<file path="config.mk">
export PLATFORM = sky130hd
export DESIGN_NAME = seg7_bcd_counter
export DESIGN_NICKNAME = d
export VERILOG_FILES = /design/src/rtl/seg7_pkg.sv /design/src/rtl/seg7_bcd_counter_digit.sv /design/src/rtl/seg7_bcd_counter.sv
export SDC_FILE = /design/constraint.sdc
export NUM_CORES = 1
export LEC_CHECK = 0
export CORE_MARGIN = 1.5
export CORE_UTILIZATION = 50
export CTS_BUF_LIST = sky130_fd_sc_hd__clkbuf_8
export CTS_CLUSTER_DIAMETER = 100
export DETAILED_ROUTE_END_ITERATION = 6
export GPL_TIMING_DRIVEN = 1
export HOLD_SLACK_MARGIN = 0.03
export PLACE_DENSITY = 0.73
export SETUP_SLACK_MARGIN = 0.4
export SYNTH_ARGS = -nofsm -noshare
export SYNTH_HDL_FRONTEND = slang
export SYNTH_SLANG_ARGS = --single-unit
</file>
<file path="constraint.sdc">
create_clock -name clk -period 2.9 [get_ports clk]
set_clock_uncertainty 0.1 [all_clocks]
set_input_delay 0.29 -clock clk [delete_from_list [all_inputs] [get_ports clk]]
set_output_delay 0.29 -clock clk [all_outputs]
set_load 0.1 [all_outputs]
</file>
<file path="src/rtl/seg7_pkg.sv">
// Shared types and seven-segment patterns for the BCD counter display.
package seg7_pkg;

  typedef logic [3:0] bcd_t;

  localparam logic [6:0] SEG_0     = 7'h3F;
  localparam logic [6:0] SEG_1     = 7'h06;
  localparam logic [6:0] SEG_2     = 7'h5B;
  localparam logic [6:0] SEG_3     = 7'h4F;
  localparam logic [6:0] SEG_4     = 7'h66;
  localparam logic [6:0] SEG_5     = 7'h6D;
  localparam logic [6:0] SEG_6     = 7'h7D;
  localparam logic [6:0] SEG_7     = 7'h07;
  localparam logic [6:0] SEG_8     = 7'h7F;
  localparam logic [6:0] SEG_9     = 7'h6F;
  localparam logic [6:0] SEG_BLANK = 7'h00;

  // Non-decimal nibbles cannot be held by a digit; they map to blank.
  function automatic logic [6:0] seg_decode(input bcd_t d);
    case (d)
      4'd0:    seg_decode = SEG_0;
      4'd1:    seg_decode = SEG_1;
      4'd2:    seg_decode = SEG_2;
      4'd3:    seg_decode = SEG_3;
      4'd4:    seg_decode = SEG_4;
      4'd5:    seg_decode = SEG_5;
      4'd6:    seg_decode = SEG_6;
      4'd7:    seg_decode = SEG_7;
      4'd8:    seg_decode = SEG_8;
      4'd9:    seg_decode = SEG_9;
      default: seg_decode = SEG_BLANK;
    endcase
  endfunction

endpackage

</file>
<file path="src/rtl/seg7_bcd_counter_digit.sv">
// One decade digit: steps when en & cin, carry/borrow out is combinational so
// a whole chain of digits ripples within a single cycle.
module bcd_digit
  import seg7_pkg::*;
(
  input  logic clk,
  input  logic rst_n,
  input  logic en,
  input  logic up,
  input  logic cin,
  input  logic load,
  input  logic clr,
  input  bcd_t load_val,
  output bcd_t value,
  output logic cout
);

  logic step;

  assign step = en & cin;
  assign cout = step & (up ? (value == 4'd9) : (value == 4'd0));

  always_ff @(posedge clk or negedge rst_n) begin
    if (!rst_n) begin
      value <= '0;
    end else if (clr) begin
      value <= '0;
    end else if (load) begin
      value <= (load_val > 4'd9) ? '0 : load_val;
    end else if (step) begin
      if (up) value <= (value == 4'd9) ? '0 : value + 4'd1;
      else    value <= (value == 4'd0) ? 4'd9 : value - 4'd1;
    end
  end

endmodule

</file>
<file path="src/rtl/seg7_bcd_counter.sv">
// Multi-digit BCD up/down counter with prescaled tick and multiplexed 7-seg scan.
// Optional: SEG7_LEADING_ZERO_BLANK_EN blanks leading-zero digits (digit 0 never).
module seg7_bcd_counter
  import seg7_pkg::*;
#(
  parameter int DIGITS   = 4,
  parameter int PRESCALE = 12000000,
  parameter int SCAN_DIV = 12000
) (
  input  logic                clk,
  input  logic                rst_n,
  input  logic                en,
  input  logic                up,
  input  logic                clr,
  input  logic                load,
  input  logic [4*DIGITS-1:0] load_val,
  output logic [4*DIGITS-1:0] count,
  output logic                wrap,
  output logic [6:0]          seg,
  output logic [DIGITS-1:0]   an
);

  localparam int PW = (PRESCALE > 1) ? $clog2(PRESCALE) : 1;
  localparam int SW = (SCAN_DIV > 1) ? $clog2(SCAN_DIV) : 1;
  localparam int IW = (DIGITS > 1) ? $clog2(DIGITS) : 1;

  logic [PW-1:0] pre_cnt;
  logic          tick;

  assign tick = en && (pre_cnt == PW'(PRESCALE - 1));

  always_ff @(posedge clk or negedge rst_n) begin
    if (!rst_n)  pre_cnt <= '0;
    else if (en) pre_cnt <= tick ? '0 : pre_cnt + PW'(1);
  end

  bcd_t        digit [DIGITS];
  logic [DIGITS:0] chain;

  assign chain[0] = 1'b1;

  for (genvar i = 0; i < DIGITS; i++) begin : g_digit
    bcd_digit u_digit (
      .clk      (clk),
      .rst_n    (rst_n),
      .en       (tick),
      .up       (up),
      .cin      (chain[i]),
      .load     (load),
      .clr      (clr),
      .load_val (load_val[4*i +: 4]),
      .value    (digit[i]),
      .cout     (chain[i+1])
    );
  end

  always_comb begin
    count = '0;
    for (int unsigned i = 0; i < DIGITS; i++) count[4*i +: 4] = digit[i];
  end

  // Carry out of the top digit is exactly the all-9/all-0 wrap, suppressed when clr/load win.
  always_ff @(posedge clk or negedge rst_n) begin
    if (!rst_n) wrap <= 1'b0;
    else        wrap <= chain[DIGITS] & ~clr & ~load;
  end

  logic [SW-1:0] div_cnt;
  logic [IW-1:0] idx;

  always_ff @(posedge clk or negedge rst_n) begin
    if (!rst_n) begin
      div_cnt <= '0;
      idx     <= '0;
    end else if (div_cnt == SW'(SCAN_DIV - 1)) begin
      div_cnt <= '0;
      idx     <= (idx == IW'(DIGITS - 1)) ? '0 : idx + IW'(1);
    end else begin
      div_cnt <= div_cnt + SW'(1);
    end
  end

  bcd_t              sel_digit;
  logic              blank;
  logic [DIGITS-1:0] an_next;
  logic [6:0]        seg_next;

  always_comb begin
    sel_digit = '0;
    an_next   = '0;
    blank     = 1'b0;
    for (int unsigned i = 0; i < DIGITS; i++) begin
      if (idx == IW'(i)) begin
        sel_digit  = digit[i];
        an_next[i] = 1'b1;
`ifdef SEG7_LEADING_ZERO_BLANK_EN
        blank = (i != 0) && ((count >> (4*i)) == '0);
`endif
      end
    end
    seg_next = blank ? SEG_BLANK : seg_decode(sel_digit);
  end

  always_ff @(posedge clk or negedge rst_n) begin
    if (!rst_n) begin
      an  <= DIGITS'(1);
      seg <= SEG_0;
    end else begin
      an  <= an_next;
      seg <= seg_next;
    end
  end

endmodule

</file>
==> results of run 1 <==
cells by family (layout without fill, tap and decap cells):
kind of cell | count (synthesis) | after routing
and+or+nand+nor | 189 | 189
AOI/OAI and AO/OA | 99 | 99
DFF | 68 | 68
buffers and inverters | 48 | 95
xor gates and xnor gates | 34 | 34
adders and majority gates | 24 | 24
muxes | 17 | 17
critical path, stage by stage (launching register included):
cell	delay [ps]
dfrtp_4	540
inv_1	110
ha_2	220
or3b_2	440
a21oi_1	150
and4_4	250
buf_4	150
nor2_2	40
mux2_1	300
flip-flops by register name, summed over array words and instances, names as in the netlist:
name and flops:
g_digit.u_digit.value 16, wrap 1, div_cnt 14, an 4, idx 2, seg 7
pre_cnt 24
cell type report:
| cell class | instances | area share |
|---|---|---|
| inverters | 22 | 0.0160 |
| clock buffers | 10 | 0.0267 |
| well taps | 108 | 0.0262 |
| repair buffers | 57 | 0.0951 |
| flip-flops and latches | 68 | 0.335 |
| clock inverters | 6 | 0.00606 |
| multi-input cells | 363 | 0.495 |
power groups by stage:
stage	Clock, mW	Combinational (mW)	Sequential (mW)
final	0.687	0.540	1.10
after global routing	0.742	0.585	1.11
after CTS	0.696	0.542	1.10
after detailed placement	0	0.538	1.12
after global placement	0	0.530	1.12
after floorplan	0	0.240	1.26
how the worst max path moves through the flow:
stage	start	slack, ps	end
after floorplan	g_digit[0].u_digit.value[1]	410	g_digit[3].u_digit.value[0]
after global placement	en	360	pre_cnt[1]
after detailed placement	en	330	pre_cnt[1]
after CTS	g_digit[1].u_digit.value[0]	450	g_digit[2].u_digit.value[3]
after global routing	g_digit[1].u_digit.value[0]	380	g_digit[2].u_digit.value[3]
final	g_digit[1].u_digit.value[0]	470	g_digit[2].u_digit.value[3]
stage by stage:
step	worst slack, ps	area [µm²]	cells	hold WS (ps)
5_1_grt	378	5160	634	399
3_3_place_gp	359	4970	617	296
4_1_cts	446	5150	634	370
3_5_place_dp	325	4970	617	308
2_1_floorplan	406	4490	479	-106
6_report	472	5160	634	363
metal layers:
layer	vias to the layer above	global-route usage	part of all wire
li1	1807	-	-
met5	-	0	0
met1	1786	0.330	0.50
met4	0	0.0582	0.0083
met2	106	0.324	0.44
met3	8	0.0482	0.060
cells in the mapped netlist, types with 3 or more instances:
cell and n:
nand3_1 26, inv_1 22, nor4_1 8, dfstp_2 7, o21bai_1 3, a21oi_1 23
or3_1 3, nand4_1 11, nor3b_1 4, a31oi_1 7, buf_4 4, nand2_1 33
dfrtp_1 61, ha_1 24, xor2_1 11, o21ai_0 26, and4_1 6, and3b_1 3
buf_2 7, nand3b_1 4, nor2b_1 7, mux2i_1 10, nor2_1 36, clkbuf_1 11
o31ai_1 3, mux2_4 4, nand4b_1 3, and3_2 3, a21o_1 8, xnor2_1 23
nor3_1 11, nand2b_1 11, o211ai_1 3, and3_1 3
what timing repair did:
item                       4_1_cts  5_1_grt
gates resized for setup          1        3
hold endpoints to repair        24        0
setup endpoints to repair        2        9
hold buffers                     1        0
setup buffers                    0        0
==> flow_summary.yaml, run 1 <==
setup_path:
  r2r-start: "g_digit[1].u_digit.value[0]"
  worst_r2r_endpoint: "g_digit[2].u_digit.value[3]"
  cp.required_ps: 3030
  cp-start-kind: "flip-flop"
  worst-r2r-cell-count: 8
  cp_max_fo: 10
  cp.arrival_ps: 2560
  cp-end-kind: "flip-flop"
  worstSetupPathType: "flip-flop to flip-flop"
  reg2reg_slack_ps: 470
grt:
  grt_util_all_layers: 0.221
  first_global_vias: 3521
  antenna_found_initial: 0
  grt.overflow.total: 0
  grt_max_degree: 38
  grt_pass1_wl_um: 17100
synth:
  netlist_instances: 479
  syn_avg_cell_area_um2: 9.30
  muxShareOfSynthArea: 0.0486
  synth_fa_ha_area_frac: 0.0674
  synth-seq-cells: 68
  synthTopCellsByArea: "dfrtp_1, ha_1, xnor2_1, dfstp_2, nor2_1"
  synth_top_area_cell: "dfrtp_1"
  ys.flop_type: "dfrtp_1"
  synth_top_family_by_area: "simple AND/OR/NAND/NOR gates"
  synth-edff-count: 0
  synth_xor_xnor_area_share: 0.0669
  synth-simple-area-share: 0.238
  synth-compound-area-share: 0.146
  synth_warnings: 0
  syn_area_um2: 4450
  synthDistinctLibCells: 69
  syn_nets: 525
  netlist.area_leader.share: 0.343
  yosysSeqAreaShare: 0.384
  synthArstFlopShare: 1.00
cts:
  worstSkewPairLatency_ps: 340
  clkTransAtPathRegs_ps: 80
  cts_root_buffer: "clkbuf_8"
  tritoncts: "yes"
  htree_num_levels: 3
  cts_made_buffers: 9
  numClockSinks: 68
  clk_path_buf_depth: 2
min_path:
  worstHoldStart: "pre_cnt[4]"
  hp-class: "flip-flop to flip-flop"
  whs_path_depth: 1
  holdPathEnd: "pre_cnt[4]"
floorplan:
  start_util: 0.513
  num_rows: 34
  die_x_um: 97.4
  dieArea_um2: 9480
  io_pins: 50
  core_area_um2: 8680
  die_h_um: 97.4
route:
  dr.pass1.iters: 6
  ant_nets: 0
  wl_um: 10000
  vias: 3707
  avgRoutedWirePerCell_um: 15.8
  drc_errors: 0
  drtIter0Drc: 265
  vias_per_cell: 5.85
sta:
  hold_viol: 0
  max_freq_ghz: 0.412
  setup_viol: 0
  setup_tns_ps: 0
  period_needed_ps: 2430
  rsz0062_at_grt: "true"
  worst_pin_slew_ps: 749
  slew_violations: 0
  period_share: 0.837
  relSlewSlack: 0.501
power:
  p_sw_frac: 0.344
  p_sw_uw: 801
  pwr-share-clk: 0.295
  pwr-share-seq: 0.473
  intPower_mw: 1.53
  vdd_ir_drop_max_v: 0.000307
  power_frac_comb: 0.232
  p_leak_nw: 2.25
  p_per_area_nw_per_um2: 452
  totalPowerFinal_mw: 2.33
cells_and_area:
  fillers: 780
  seq_area_um2: 1730
  multi_input_area_um2: 2550
  layout_commonest_cell: "dfrtp_1"
  drive_above_1_share: 0.179
  fin_util: 0.594
  syn2layout_area_growth_pct: 15.8
  layout_common_cells: "dfrtp_1, nor2_1, buf_4"
  nNetsFinal: 567
  num_antenna_cells: 0
status:
  status: "completed"
job:
  maxCapViolations: 0
placed_design:
  place.gp.congestion: 0.920
  port_buffers: 49
  detailedPlacementHpwl_um: 7210
Note: power is estimated with default switching activity, not from simulation.
==> inputs of run 2 (changes only) <==
==> constraint.sdc (replaced) <==
create_clock -name clk -period 2.3 [get_ports clk]
set_clock_uncertainty 0.1 [all_clocks]
set_input_delay 0.23 -clock clk [delete_from_list [all_inputs] [get_ports clk]]
set_output_delay 0.23 -clock clk [all_outputs]
set_load 0.1 [all_outputs]
==> run 2 against run 1 <==
  * Hold slack got worse by 42 ps
  * Sequential cell count unchanged
  * Critical path depth decreased by 3
  * Cell area increased by 14%
  * Global-route usage increased by 1.9 points
  * Utilization increased by 8.5 points
  * Maximum frequency increased by 13%
  * Clock-buffer cell count increased by 1
  * Routed wire length increased by 14%
  * Sequential share of layout area decreased by 4.0 points
  * First-iteration DRC count decreased by 21%
  * Clock power increased by 33%
  * Critical path type unchanged
==> flow_summary.yaml, run 2 (same netlist as run 1, synthesis figures left out) <==
setup_path:
  cp.required_ps: 2430
  cp_max_fo: 4
  worst_r2r_endpoint: "g_digit[3].u_digit.value[1]"
  worst-r2r-cell-count: 5
  reg2reg_slack_ps: 140
  worstSetupPathType: "flip-flop to flip-flop"
  cp-start-kind: "flip-flop"
  cp-end-kind: "flip-flop"
  r2r-start: "pre_cnt[22]"
  cp.arrival_ps: 2290
sta:
  period_needed_ps: 2160
  setup_viol: 0
  fin_ws_ps: 145
  max_freq_ghz: 0.464
  slew_violations: 0
  rsz0062_at_grt: "true"
  relSlewSlack: 0.719
  fin_hold_ws_ps: 321
  worst_pin_slew_ps: 418
  period_share: 0.937
  hold_viol: 0
placed_design:
  post_dp_cell_area_um2: 5230
  port_buffers: 49
  place.gp.congestion: 0.887
  detailedPlacementHpwl_um: 7720
  pre_cts_ws_ps: -4.15
cells_and_area:
  fin_area_um2: 5900
  fillers: 684
  seq_area_um2: 1740
  nNetsFinal: 618
  drive_above_1_share: 0.340
  largest_reg_flops: 24
  num_antenna_cells: 0
  layout_common_cells: "buf_4, dfrtp_1, nand2_1"
  biggestRegsByFlops: "pre_cnt x24, g_digit.u_digit.value x16, div_cnt x14"
  multi_input_area_um2: 2820
  top_register: "pre_cnt"
  syn2layout_area_growth_pct: 32.5
  fin_util: 0.680
  layout_commonest_cell: "buf_4"
floorplan:
  io_pins: 50
  start_util: 0.513
  dieArea_um2: 9480
  die_h_um: 97.4
  num_rows: 34
  die_x_um: 97.4
  core_area_um2: 8680
grt:
  first_global_vias: 3820
  grt_pass1_wl_um: 18400
  grt_max_degree: 69
  antenna_found_initial: 0
  grt.overflow.total: 0
  grt_util_all_layers: 0.240
cts:
  htree_num_levels: 3
  worstSkewPairLatency_ps: 340
  clkTransAtPathRegs_ps: 80
  cts_root_buffer: "clkbuf_8"
  numClockSinks: 68
  clk_path_buf_depth: 2
  cts_made_buffers: 9
  tritoncts: "yes"
job:
  maxCapViolations: 0
power:
  p_per_area_nw_per_um2: 526
  totalPowerFinal_mw: 3.10
  vdd_ir_drop_max_v: 0.000405
  p_leak_nw: 2.56
min_path:
  hp-class: "input pin to asynchronous set/reset pin"
route:
  wl_um: 11500
  dr.pass1.iters: 6
  vias_per_cell: 5.85
  avgRoutedWirePerCell_um: 16.8
  drc_errors: 0
  drtIter0Drc: 210
  vias: 4008
  ant_nets: 0
status:
  status: "completed"
run 2: repair_timing:
item,CTS,global route
setup endpoints to repair,42,44
cloned,1,1
hold endpoints to repair,61,0
pin swaps,22,16
hold buffers,1,0
setup buffers,12,11
resized for setup,43,23
run 2: report_power, final:
group	switching [mW]	internal, mW	leakage [nW]
combinational	0.491	0.308	1.60
clock	0.470	0.443	0.0925
sequential	0.111	1.28	0.865
run 2: worst max path at each step:
stage	start	to
2_1_floorplan	g_digit[0].u_digit.value[1]	g_digit[3].u_digit.value[0]
3_3_place_gp	up	g_digit[2].u_digit.value[3]
3_5_place_dp	up	g_digit[2].u_digit.value[3]
4_1_cts	pre_cnt[19]	g_digit[3].u_digit.value[1]
5_1_grt	idx[0]	seg[3]
6_report	pre_cnt[22]	g_digit[3].u_digit.value[1]
run 2: routing by layer:
| metal | GRT usage | vias to the layer above | share of wire |
|---|---|---|---|
| met4 | 0.0703 | 0 | 0.023 |
| met5 | 0 | - | 0 |
| li1 | - | 1909 | - |
| met3 | 0.0424 | 23 | 0.037 |
| met2 | 0.420 | 92 | 0.49 |
| met1 | 0.303 | 1984 | 0.45 |
run 2: critical path, stage by stage (launching register included):
cell and delay, ps:
dfrtp_1 380, or4bb_1 540, nor4_4 290, and4_4 280, a21o_4 160, mux2_4 300
run 2: layout make-up:
type,count,area share
multi-input combinational,363,0.477
tap,108,0.0229
timing repair buffer,108,0.159
clock inverter,5,0.00488
clock buffer,11,0.0257
inverter,22,0.0153
sequential,68,0.296
run 2: metrics by stage:
stage / setup TNS (ps) / instances
after floorplan: -301 / 479
after global placement: 0 / 643
after detailed placement: -4.15 / 643
after CTS: 0 / 673
after global routing: 0 / 685
final: 0 / 685
==> inputs of run 3 (changes only) <==
--- a/config.mk
+++ b/config.mk
@@ -14,6 +14,7 @@
 export HOLD_SLACK_MARGIN = 0.03
 export PLACE_DENSITY = 0.73
 export SETUP_SLACK_MARGIN = 0.4
+export SLEW_MARGIN = 0
 export SYNTH_ARGS = -nofsm -noshare
 export SYNTH_HDL_FRONTEND = slang
 export SYNTH_SLANG_ARGS = --single-unit
==> results of run 3 <==
Final layout, timing and power as in run 2 (identical DEF).
